**config.mk**
```make
export PLATFORM = sky130hd
export DESIGN_NAME = mem_wb_stage
export DESIGN_NICKNAME = d
export VERILOG_FILES = /design/src/rtl/mem_wb_stage.sv
export SDC_FILE = /design/constraint.sdc
export NUM_CORES = 1
export LEC_CHECK = 0
export CORE_UTILIZATION = 45
export DETAILED_ROUTE_END_ITERATION = 10
export PLACE_DENSITY = 0.76
export SKIP_LAST_GASP = 1
export SYNTH_ARGS = -nofsm -noshare
export SYNTH_HDL_FRONTEND = slang
export SYNTH_SLANG_ARGS = --single-unit
```
**constraint.sdc**
```tcl
create_clock -name clk -period 2.2 [get_ports clk]
set_clock_uncertainty 0.2 [all_clocks]
set_input_delay 0.22 -clock clk [delete_from_list [all_inputs] [get_ports clk]]
set_output_delay 0.22 -clock clk [all_outputs]
set_load 0.01 [all_outputs]
```
**src/rtl/mem_wb_stage.sv**
```systemverilog
// MEM/WB pipeline register and writeback stage: registers the MEM slot, then
// extracts loads, selects the result and drives the register-file write port.
// Optional retire counter enabled by defining MEM_WB_RETIRE_CNT_EN.
module mem_wb_stage (
  input  logic        clk,
  input  logic        rst_n,
  input  logic        stall,
  input  logic        flush,
  input  logic        valid_in,
  input  logic        reg_write_in,
  input  logic        mem_to_reg_in,
  input  logic        jump_in,
  input  logic [2:0]  funct3_in,
  input  logic [4:0]  rd_in,
  input  logic [31:0] alu_result_in,
  input  logic [31:0] mem_data_in,
  input  logic [31:0] pc_plus4_in,
  output logic        rf_we,
  output logic [4:0]  rf_waddr,
  output logic [31:0] rf_wdata,
  output logic        wb_fwd_valid,
  output logic        load_misaligned
`ifdef MEM_WB_RETIRE_CNT_EN
  ,
  output logic [31:0] retired_cnt
`endif
);

  localparam int unsigned XLEN = 32;
  localparam int unsigned RW   = 5;

  localparam logic [2:0] F3_LB  = 3'b000;
  localparam logic [2:0] F3_LH  = 3'b001;
  localparam logic [2:0] F3_LW  = 3'b010;
  localparam logic [2:0] F3_LBU = 3'b100;
  localparam logic [2:0] F3_LHU = 3'b101;

  typedef struct packed {
    logic            valid;
    logic            reg_write;
    logic            mem_to_reg;
    logic            jump;
    logic [2:0]      funct3;
    logic [RW-1:0]   rd;
    logic [XLEN-1:0] alu;
    logic [XLEN-1:0] mdata;
    logic [XLEN-1:0] pc4;
  } wb_slot_t;

  wb_slot_t slot_d;
  wb_slot_t slot_q;

  always_comb begin
    slot_d            = '0;
    slot_d.valid      = valid_in;
    slot_d.reg_write  = reg_write_in;
    slot_d.mem_to_reg = mem_to_reg_in;
    slot_d.jump       = jump_in;
    slot_d.funct3     = funct3_in;
    slot_d.rd         = rd_in;
    slot_d.alu        = alu_result_in;
    slot_d.mdata      = mem_data_in;
    slot_d.pc4        = pc_plus4_in;
  end

  // Flush only kills the valid bit; the payload holds since it is don't-care.
  always_ff @(posedge clk) begin
    if (!rst_n) begin
      slot_q <= '0;
    end else if (flush) begin
      slot_q.valid <= 1'b0;
    end else if (!stall) begin
      slot_q <= slot_d;
    end
  end

  logic [7:0]      byte_sel;
  logic [15:0]     half_sel;
  logic [XLEN-1:0] load_val;
  logic            is_half;
  logic            is_byte;
  logic            misaligned_c;

  // Byte/halfword lane extraction and extension; unknown widths behave as LW.
  always_comb begin
    byte_sel = 8'h00;
    half_sel = slot_q.alu[1] ? slot_q.mdata[31:16] : slot_q.mdata[15:0];
    load_val = slot_q.mdata;
    is_half  = 1'b0;
    is_byte  = 1'b0;
    case (slot_q.alu[1:0])
      2'd0:    byte_sel = slot_q.mdata[7:0];
      2'd1:    byte_sel = slot_q.mdata[15:8];
      2'd2:    byte_sel = slot_q.mdata[23:16];
      default: byte_sel = slot_q.mdata[31:24];
    endcase
    case (slot_q.funct3)
      F3_LB: begin
        load_val = {{24{byte_sel[7]}}, byte_sel};
        is_byte  = 1'b1;
      end
      F3_LBU: begin
        load_val = {24'h000000, byte_sel};
        is_byte  = 1'b1;
      end
      F3_LH: begin
        load_val = {{16{half_sel[15]}}, half_sel};
        is_half  = 1'b1;
      end
      F3_LHU: begin
        load_val = {16'h0000, half_sel};
        is_half  = 1'b1;
      end
      F3_LW:   load_val = slot_q.mdata;
      default: load_val = slot_q.mdata;
    endcase
  end

  // Natural alignment: halves need addr[0]==0, words need addr[1:0]==0.
  always_comb begin
    misaligned_c = 1'b0;
    if (slot_q.valid && slot_q.mem_to_reg) begin
      if (is_half) begin
        misaligned_c = slot_q.alu[0];
      end else if (!is_byte) begin
        misaligned_c = (slot_q.alu[1:0] != 2'b00);
      end
    end
  end

  always_comb begin
    load_misaligned = misaligned_c;
    rf_waddr        = slot_q.rd;
    rf_we           = slot_q.valid && slot_q.reg_write &&
                      (slot_q.rd != RW'(0)) && !misaligned_c;
    wb_fwd_valid    = rf_we;
    if (slot_q.jump) begin
      rf_wdata = slot_q.pc4;
    end else if (slot_q.mem_to_reg) begin
      rf_wdata = load_val;
    end else begin
      rf_wdata = slot_q.alu;
    end
  end

`ifdef MEM_WB_RETIRE_CNT_EN
  // Counts slots leaving WB; bubbles have valid=0 and are not counted.
  always_ff @(posedge clk) begin
    if (!rst_n) begin
      retired_cnt <= '0;
    end else if (slot_q.valid && !stall) begin
      retired_cnt <= retired_cnt + XLEN'(1);
    end
  end
`endif

endmodule

```
==> results of run 1 <==
## path summary, 6_finish.rpt
path               startpoint           end  slack [ps]  cells after the start
setup / recovery   slot_q[65]  rf_wdata[16]         -70                      7
hold / removal          rst_n    slot_q[12]         120                      2
setup reg to reg  slot_q[104]   slot_q[104]        1060                      3
hold reg to reg    slot_q[94]    slot_q[94]         260                      2
## what timing repair did
action                     4_1_cts  5_1_grt
pin swaps                       11       12
resized for setup              161       46
buffers inserted                 4        3
setup endpoints to repair       35       34
hold buffers                     0        0
## flip-flops by register name, indices dropped and copies added, names as in the netlist
name,flops
slot_q,103
rf_waddr,5
## power breakdown
group          internal [mW]  total, mW  switching (mW)
combinational          0.498      0.906           0.408
clock                  0.807       1.54           0.733
sequential              2.04       2.13          0.0809
total                   3.35       4.57            1.22
## synthesized netlist by cell type, drive strengths merged
cell	instances	area (um^2)
a31oi	1	6.26
clkinv	1	3.75
nand2b	4	25.0
nor4	2	33.8
dfxtp	108	2160
or2	1	6.26
nor2	12	47.6
a211oi	1	7.51
and3	1	6.26
nand2	229	860
nor3	1	5.00
mux2i	9	90.1
o211ai	1	7.51
inv	8	30.0
o31ai	1	7.51
a21boi	107	803
a22oi	32	240
mux2	10	113
a2bb2oi	2	17.5
clkbuf	38	143
a21oi	23	164
o21bai	1	7.51
o21ai	25	125
nor3b	1	7.51
or3	19	119
a221oi	3	26.3
buf	23	143
nand3	3	15.0
or4	1	7.51
o22ai	2	18.8
a221o	1	10.0
nor2b	1	6.26
o221ai	7	61.3
## per-stage QoR
step                      cell area [um^2]  setup slack, ps  hold WS (ps)  std cells
after floorplan                       5330              397          96.1        679
after global placement                7210             -188           248        962
after detailed placement              7210             -182           252        962
after CTS                             7590             -166           123        982
after global routing                  7730             -142           133        985
final                                 7730            -68.1           124        985
## cell families after synthesis
| family | after synthesis | share of synthesized area [%] |
|---|---|---|
| buf+inv | 70 | 5.99 |
| mux | 19 | 3.81 |
| simple gates | 275 | 21.4 |
| flops | 108 | 40.6 |
| compound gates | 207 | 28.2 |
## critical path: stages, from the launching register on
cell     delay (ps)
dfxtp_4         400
mux2i_4         310
buf_6           140
o22ai_4          70
a21oi_4         200
buf_12          160
a21oi_1          70
buf_2           140
## final cells by class
class,count,share of cell area (%)
Inverter,9,0.437
Multi-Input combinational cell,501,40.6
Clock buffer,12,3.19
Timing Repair Buffer,208,25.0
Tap cell,143,2.31
Sequential cell,108,28.1
Clock inverter,4,0.421
## routing by layer
layer	wire length, um	up-vias
met3	951	23
met4	276	0
met5	0	-
met2	7770	200
met1	7100	2513
li1	-	2614
==> results by group, run 1 <==
Outcome
  – Outcome: finished with violations
  – Failing checks: setup timing

GRT
  – Initial antenna violation count: 0
  – Met3 usage: around 5.7%
  – GR Layer Usage met2: 44.8%
  – Overflow after GRT: 0
  – Total global-route track usage: a little over a quarter
  – Vias in the first global route: roughly 5200
  – First-pass GRT wire length: 26100 um
  – Grt met1 use: about a third
  – Gr busiest metal: met2
  – Pin count of the biggest net entering global routing: 85

Floorplan
  – Die footprint: 0.0123 mm^2
  – Die Width: 111 um
  – # IOs: ~150
  – # rows: 39
  – Die height: about 110 um
  – Initial Util: between 40% and 50%
  – Core Box Area: around 0.011 mm^2

Timing
  – Final worst slack: -68.1 ps
  – Final Setup Violations: 21
  – Maximum clock rate: 0.441 GHz
  – Slew headroom: around three quarters
  – RSZ-0062 raised after global routing: true
  – Setup TNS: -960 ps
  – Tmin final: 2270 ps
  – Final period util: 103%
  – Final-report hold violation count: 0
  – Pins Over Slew Limit: 0
  – Tightest Pin Transition: 405 ps

Detailed routing
  – WL/cell: 16.4 um
  – DR vias: between 5000 and 6000
  – Drc violations: 0
  – DR iter-0 viols: about 370
  – Antenna-violating nets left: 0
  – Via density: 5.43
  – Routed wire length: 16100 um
  – Drt first pass iters: 5

Clocking
  – CTS tree: done
  – Root Driver: clkbuf_16
  – Clock latency on the worst-skew pair: approximately 350 ps
  – Longest Clk Path Bufs: 2
  – H-tree levels: 3
  – Num CTS Buffers: 9
  – Clk sinks: between 100 and 150
  – Reg clk slew, reported paths: approximately 70 ps

Worst setup path
  – CP startpoint kind: flop
  – Crit path required time: roughly 1800 ps
  – Type of the worst setup path: flop to output pin
  – Setup crit end kind: output pin
  – Arr. time, crit path: 1850 ps
  – Max Fanout on Critical Path: 9

Logic synthesis
  – Synth cell types: 42
  – Gate Count Post-Synth: 679
  – Synthesis-stage register bit count: 108
  – Seq/Total Area, Yosys: between 40% and 50%
  – Mapped cell area: ~0.0053 mm^2
  – Syn Nets: 791
  – Post-Syn Area per Cell: approximately 7.8 um^2
  – Yosys warning count: 0

Power and ir drop
  – Total leakage power: about 2.8 nW
  – Total power: 4.57 mW
  – Worst VDD drop: approximately 0.00053 V
  – Pwr/cell area: between 500 and 600 mW/mm^2

Layout
  – Post-layout nets: 949
  – Commonest cells after routing, fill and taps aside: 228 x nand2_1, 115 x clkdlybuf4s50_1, 107 x a21boi_0
  – Ant. Diodes: 0
  – Area Growth Syn to Fin: 45.2%
  – Layout cell share with drive strength beyond 1: about a fifth
  – Fillcell total: around 960
  – Multi-input gate area: 0.00314 mm^2
  – Reg area: approximately 0.0022 mm^2
  – Fin util: 67.4%
  – Leading cell type in the layout, fill and taps excluded: nand2_1

Place
  – GP Congestion: about 0.85
  – Dpl hpwl: between 10000 and 15000 um
  – Port Buffers: roughly 150

Min path
  – Hold crit path type: primary input to flop

Flow run
  – Number of max-cap violations: 0
(Power assumes the default switching activity.)
==> run 2, diff against run 1 <==
TNS_END_PERCENT = 50   (was not set)
==> run 2 against run 1 <==
The run still ends with setup timing left; global-route usage fell by 0.059 points; sequential share of layout area about the same; wire length grew 0.19%; via count is 1.1% higher; fmax is 3.4% lower; count of clock-buffer cells in the layout did not move; critical path depth is the same; highest routed layer unchanged.
==> results by group, run 2 (synthesis gave the netlist of run 1 again) <==
Outcome
  – Outcome: finished with violations
  – Failing checks: setup timing

Layout
  – Max reg flops: 103 (unchanged)
  – Fillcell total: 953 (-0.94%)
  – Ant. Diodes: 0 (unchanged)
  – Multi-input gate area: 0.00308 mm^2 (-1.8%)
  – Most flops, register: slot_q
  – Layout cell share with drive strength beyond 1: 20.5% (about the same)
  – Post-layout nets: 954 (+0.53%)
  – Reg area: 0.00217 mm^2 (+0.12%)
  – Area Growth Syn to Fin: 45.3% (about the same)
  – Commonest cells after routing, fill and taps aside: 228 x nand2_1, 115 x clkdlybuf4s50_1, 107 x a21boi_0
  – Leading cell type in the layout, fill and taps excluded: nand2_1

Clocking
  – Num CTS Buffers: 9 (unchanged)
  – H-tree levels: 3 (unchanged)
  – Clk sinks: 108 (unchanged)
  – Root Driver: clkbuf_16
  – Clock latency on the worst-skew pair: 350 ps (about the same)
  – CTS tree: done
  – Longest Clk Path Bufs: 2 (unchanged)
  – Reg clk slew, reported paths: 70 ps (about the same)

Worst setup path
  – CP Cell Sequence: or3_4 > o22ai_4 > a21oi_4 > buf_12 > buf_6 > a21oi_2 > buf_2
  – Max Fanout on Critical Path: 5 (-4)
  – Arr. time, crit path: 1930 ps (+80 ps)
  – Buf/Inv on CP: 3 (unchanged)
  – Type of the worst setup path: flop to output pin
  – Setup crit end kind: output pin
  – Slowest-stage cell, CP: or3_4
  – CP startpoint kind: flop
  – Crit path required time: 1780 ps (about the same)
  – Max incr delay on CP: 390 ps (about the same)
  – Largest delay contributor family on the critical path: compound AO/OA/AOI/OAI gates

Power and ir drop
  – Seq pwr share: 46.5% (about the same)
  – Total leakage power: 2.89 nW (+1.9%)
  – Worst VDD drop: 0.000525 V (-0.34%)
  – Power share of the combinational group: 19.7% (about the same)
  – Total power: 4.56 mW (-0.17%)
  – Net switching power: 1.22 mW (-0.37%)
  – Pint: 3.35 mW (-0.10%)
  – Pwr/cell area: 590 mW/mm^2 (-0.22%)
  – Switching share of power: 26.7% (-0.052 points)
  – Clock network power share: 33.8% (about the same)

Place
  – Port Buffers: 151 (unchanged)
  – GP Congestion: 0.846 (unchanged)
  – Dpl hpwl: 11900 um (unchanged)

Min path
  – Hold crit path type: primary input to flop

Detailed routing
  – Via density: 5.47 (+0.63%)
  – DR iter-0 viols: 451 (+22%)
  – DR vias: 5411 (+1.1%)
  – WL/cell: 16.3 um (-0.32%)
  – Drt first pass iters: 5 (unchanged)
  – Routed wire length: 16100 um (+0.19%)
  – Antenna-violating nets left: 0 (unchanged)
  – Drc violations: 0 (unchanged)

GRT
  – Initial antenna violation count: 0 (unchanged)
  – Overflow after GRT: 0 (unchanged)
  – First-pass GRT wire length: 26100 um (-0.16%)
  – Vias in the first global route: 5233 (+0.29%)
  – Total global-route track usage: 26.3% (-0.059 points)
  – Pin count of the biggest net entering global routing: 85 (unchanged)

Timing
  – Slew headroom: 72.9% (-0.078 points)
  – Final period util: 107% (+3.6 points)
  – Final-report hold violation count: 0 (unchanged)
  – Pins Over Slew Limit: 0 (unchanged)
  – Setup TNS: -1850 ps (-887 ps)
  – RSZ-0062 raised after global routing: true
  – Fin Hold WS: 127 ps (+2.87 ps)
  – Final worst slack: -148 ps (-80.2 ps)
  – Tightest Pin Transition: 406 ps (+1.16 ps)
  – Maximum clock rate: 0.426 GHz (-3.4%)
  – Final Setup Violations: 25 (+19%)
  – Tmin final: 2350 ps (+80.2 ps)

Floorplan
  – Die footprint: 0.0123 mm^2 (unchanged)
  – Die Width: 111 um (unchanged)
  – # rows: 39 (unchanged)
  – Die height: 111 um (unchanged)
  – Core Box Area: 0.0115 mm^2 (unchanged)
  – # IOs: 152 (unchanged)
  – Initial Util: 46.4% (unchanged)

Flow run
  – Number of max-cap violations: 0 (unchanged)
-- run 2: routing by layer --
metal / routed length [um] / share of wire (%) / GRT usage [%]
met3: 902 / 5.6 / 5.74
met2: 7830 / 49 / 44.5
met5: 0 / 0 / 0
met1: 7060 / 44 / 33.6
met4: 338 / 2.1 / 7.56
-- run 2: repair_timing --
action                     CTS  global route
pin swaps                    8            11
hold buffers                 0             0
setup buffers                4             8
setup endpoints to repair   35            35
hold endpoints to repair     0             0
resized for setup          122            61
-- run 2: cell type report --
| class | count | share of cell area [%] |
|---|---|---|
| Multi-Input combinational cell | 501 | 39.8 |
| Clock inverter | 4 | 0.421 |
| Sequential cell | 108 | 28.1 |
| Timing Repair Buffer | 213 | 25.8 |
| Clock buffer | 12 | 3.19 |
| Tap cell | 143 | 2.31 |
| Inverter | 9 | 0.437 |
-- run 2: through the flow --
| stage | area [um^2] | util, % | setup slack [ps] | cells |
|---|---|---|---|---|
| 2_1_floorplan | 5330 | - | 397 | 679 |
| 3_3_place_gp | 7210 | 62.9 | -188 | 962 |
| 3_5_place_dp | 7210 | 62.9 | -182 | 962 |
| 4_1_cts | 7590 | 66.2 | -167 | 982 |
| 5_1_grt | 7730 | 67.5 | -205 | 990 |
| 6_report | 7730 | 67.5 | -148 | 990 |
-- run 2: power groups by stage --
stage          sequential [mW]  clock [mW]  combinational [mW]
6_report                  2.12        1.54               0.900
3_5_place_dp              2.16           0               0.868
4_1_cts                   2.12        1.57               0.866
5_1_grt                   2.13        1.64               0.973
3_3_place_gp              2.16           0               0.860
2_1_floorplan             2.13           0               0.407
-- run 2: worst paths after layout --
| kind | start | endpoint | slack [ps] | depth (start not counted) |
|---|---|---|---|---|
| setup / recovery | slot_q[102] | rf_wdata[29] | -150 | 7 |
| hold / removal | rst_n | slot_q[12] | 130 | 2 |
| setup reg to reg | slot_q[104] | slot_q[104] | 1060 | 3 |
| hold reg to reg | slot_q[94] | slot_q[94] | 260 | 2 |
==> run 3, diff against run 2 <==
PLACE_DENSITY = not set   (was 0.76)
PLACE_DENSITY_LB_ADDON = 0.25   (was not set)
==> run 3 against run 2 <==
The flow still finishes with violations (setup timing); fmax hardly changed; global-route usage increased by 0.17 points; worst hold slack gained 76 ps; worst setup slack improved by 1.9 ps; first-iteration DRC count is 17% lower; register-to-register slack got worse by 200 ps; critical endpoint is now rf_wdata[16]; largest power group unchanged; highest routed layer unchanged.
==> results by group, run 3 (synthesis gave the netlist of run 1 again) <==
Worst setup path
  – Slowest-stage cell, CP: dfxtp_4
  – Type of the worst setup path: flop to output pin
  – CP Cell Sequence: mux2i_4 > buf_6 > o22ai_4 > a21oi_4 > buf_12 > a21oi_1 > dlygate4sd2_1
  – Crit path required time: 1780 ps (about the same)
  – Setup crit end kind: output pin
  – Largest delay contributor family on the critical path: buffers and inverters
  – CP startpoint kind: flop
  – Max Fanout on Critical Path: 11 (+6)
  – Arr. time, crit path: 1930 ps (about the same)
  – Buf/Inv on CP: 3 (unchanged)
  – Max incr delay on CP: 410 ps (+20 ps)

Floorplan
  – Initial Util: 46.4% (unchanged)
  – Die height: 111 um (unchanged)
  – Die Width: 111 um (unchanged)
  – Core Box Area: 0.0115 mm^2 (unchanged)
  – # rows: 39 (unchanged)
  – Die footprint: 0.0123 mm^2 (unchanged)
  – # IOs: 152 (unchanged)

Timing
  – Tmin final: 2350 ps (-1.91 ps)
  – Final worst slack: -146 ps (+1.91 ps)
  – Slew headroom: 73.2% (+0.27 points)
  – Fin Hold WS: 203 ps (+75.8 ps)
  – Tightest Pin Transition: 402 ps (-4.04 ps)
  – Maximum clock rate: 0.426 GHz (about the same)
  – Pins Over Slew Limit: 0 (unchanged)
  – Setup TNS: -2280 ps (-430 ps)
  – RSZ-0062 raised after global routing: true
  – Final Setup Violations: 24 (-4.0%)
  – Final-report hold violation count: 0 (unchanged)
  – Final period util: 107% (about the same)

GRT
  – Pin count of the biggest net entering global routing: 109 (+28%)
  – Total global-route track usage: 26.5% (+0.17 points)
  – Grt met1 use: 33.4% (-0.18 points)
  – First-pass GRT wire length: 26100 um (+0.13%)
  – Overflow after GRT: 0 (unchanged)
  – Gr busiest metal: met2
  – GR Layer Usage met2: 45.8% (+1.3 points)
  – Vias in the first global route: 5285 (+0.99%)
  – Met3 usage: 3.66% (-2.1 points)
  – Initial antenna violation count: 0 (unchanged)

Place
  – GP Congestion: 0.855 (+1.0%)
  – Port Buffers: 151 (unchanged)
  – Dpl hpwl: 11800 um (-0.50%)
  – Placed cell area: 0.00713 mm^2 (-1.1%)
  – Place WS: -375 ps (-193 ps)

Layout
  – Leading cell type in the layout, fill and taps excluded: nand2_1
  – Fin util: 66.6% (-0.84 points)
  – Layout cell share with drive strength beyond 1: 17.9% (-2.7 points)
  – Area Growth Syn to Fin: 43.4%
  – Max reg flops: 103 (unchanged)
  – Most flops, register: slot_q
  – Design Area, Final: 0.00764 mm^2 (-1.2%)
  – Commonest cells after routing, fill and taps aside: 228 x nand2_1, 116 x clkdlybuf4s50_1, 107 x a21boi_0
  – Ant. Diodes: 0 (unchanged)
  – Post-layout nets: 947 (-0.73%)

Outcome
  – Failing checks: setup timing
  – Outcome: finished with violations

Clocking
  – CTS tree: done
  – H-tree levels: 3 (unchanged)
  – Clock latency on the worst-skew pair: 340 ps (about the same)
  – Num CTS Buffers: 9 (unchanged)
  – Hold buffer count at cts: 0 (unchanged)
  – Clk sinks: 108 (unchanged)
  – Root Driver: clkbuf_16
  – Reg clk slew, reported paths: 70 ps (about the same)
  – Longest Clk Path Bufs: 2 (unchanged)

Detailed routing
  – Antenna-violating nets left: 0 (unchanged)
  – Routed wire length: 16600 um (+2.7%)
  – Via density: 5.45 (-0.31%)
  – DR vias: 5356 (-1.0%)
  – WL/cell: 16.9 um (+3.4%)
  – DR iter-0 viols: 374 (-17%)
  – Drt first pass iters: 5 (unchanged)
  – Drc violations: 0 (unchanged)

Power and ir drop
  – Worst VDD drop: 0.000482 V (-8.3%)
  – Pwr/cell area: 636 mW/mm^2 (+7.7%)
  – Total leakage power: 2.85 nW (-1.3%)

Flow run
  – Number of max-cap violations: 0 (unchanged)

Min path
  – Hold crit path type: primary input to flop
==> run 3: cell types whose count changed in the layout (fill, tap and decap cells not counted), sizes merged, moves of 3 or more <==
| cell | change |
|---|---|
| buf | -11 |
| dlygate4sd2 | +7 |
| clkbuf | -4 |
| bufinv | +3 |
==> run 3: stage by stage <==
stage,std cells,total power [mW]
global route,983,5.03
floorplan,679,2.54
detailed placement,955,3.02
finish,983,4.86
CTS,975,4.83
global placement,955,3.01
==> run 3: worst paths after layout <==
path	startpoint	end	slack, ps	depth (start not counted)
worst max-delay path	slot_q[65]	rf_wdata[16]	-150	7
worst min-delay path	rst_n	slot_q[24]	200	3
worst max register to register	slot_q[102]	slot_q[102]	860	4
worst min register to register	slot_q[89]	slot_q[89]	260	2
==> run 3: report_power, final <==
part           internal [mW]  switching, mW
registers               2.04         0.0791
logic                  0.479          0.399
clock network           1.11          0.740
==> run 3: layer usage <==
layer	share of wire (%)	wire, um
met2	48	8000
met4	2.2	367
met5	0	0
met3	6.1	1020
met1	43	7180
==> run 3: tightest hold or removal path, delay by kind of cell <==
family	cells	cell delay, ps
buffers and inverters	2	300
AO/OA/AOI/OAI	1	160
==> run 3: timing repair <==
item	4_1_cts	5_1_grt
gates cloned	0	0
buffers inserted	5	8
pin swaps	3	2
resized for setup	98	50
endpoints found under the setup margin	35	35
==> run 3: cell type report <==
cell class	instances	area (um^2)
tap	143	179
fill	926	3830
clock inverter	6	113
sequential	108	2170
timing repair buffer	206	1900
clock buffer	10	229
inverter	9	33.8
multi-input combinational	501	3020
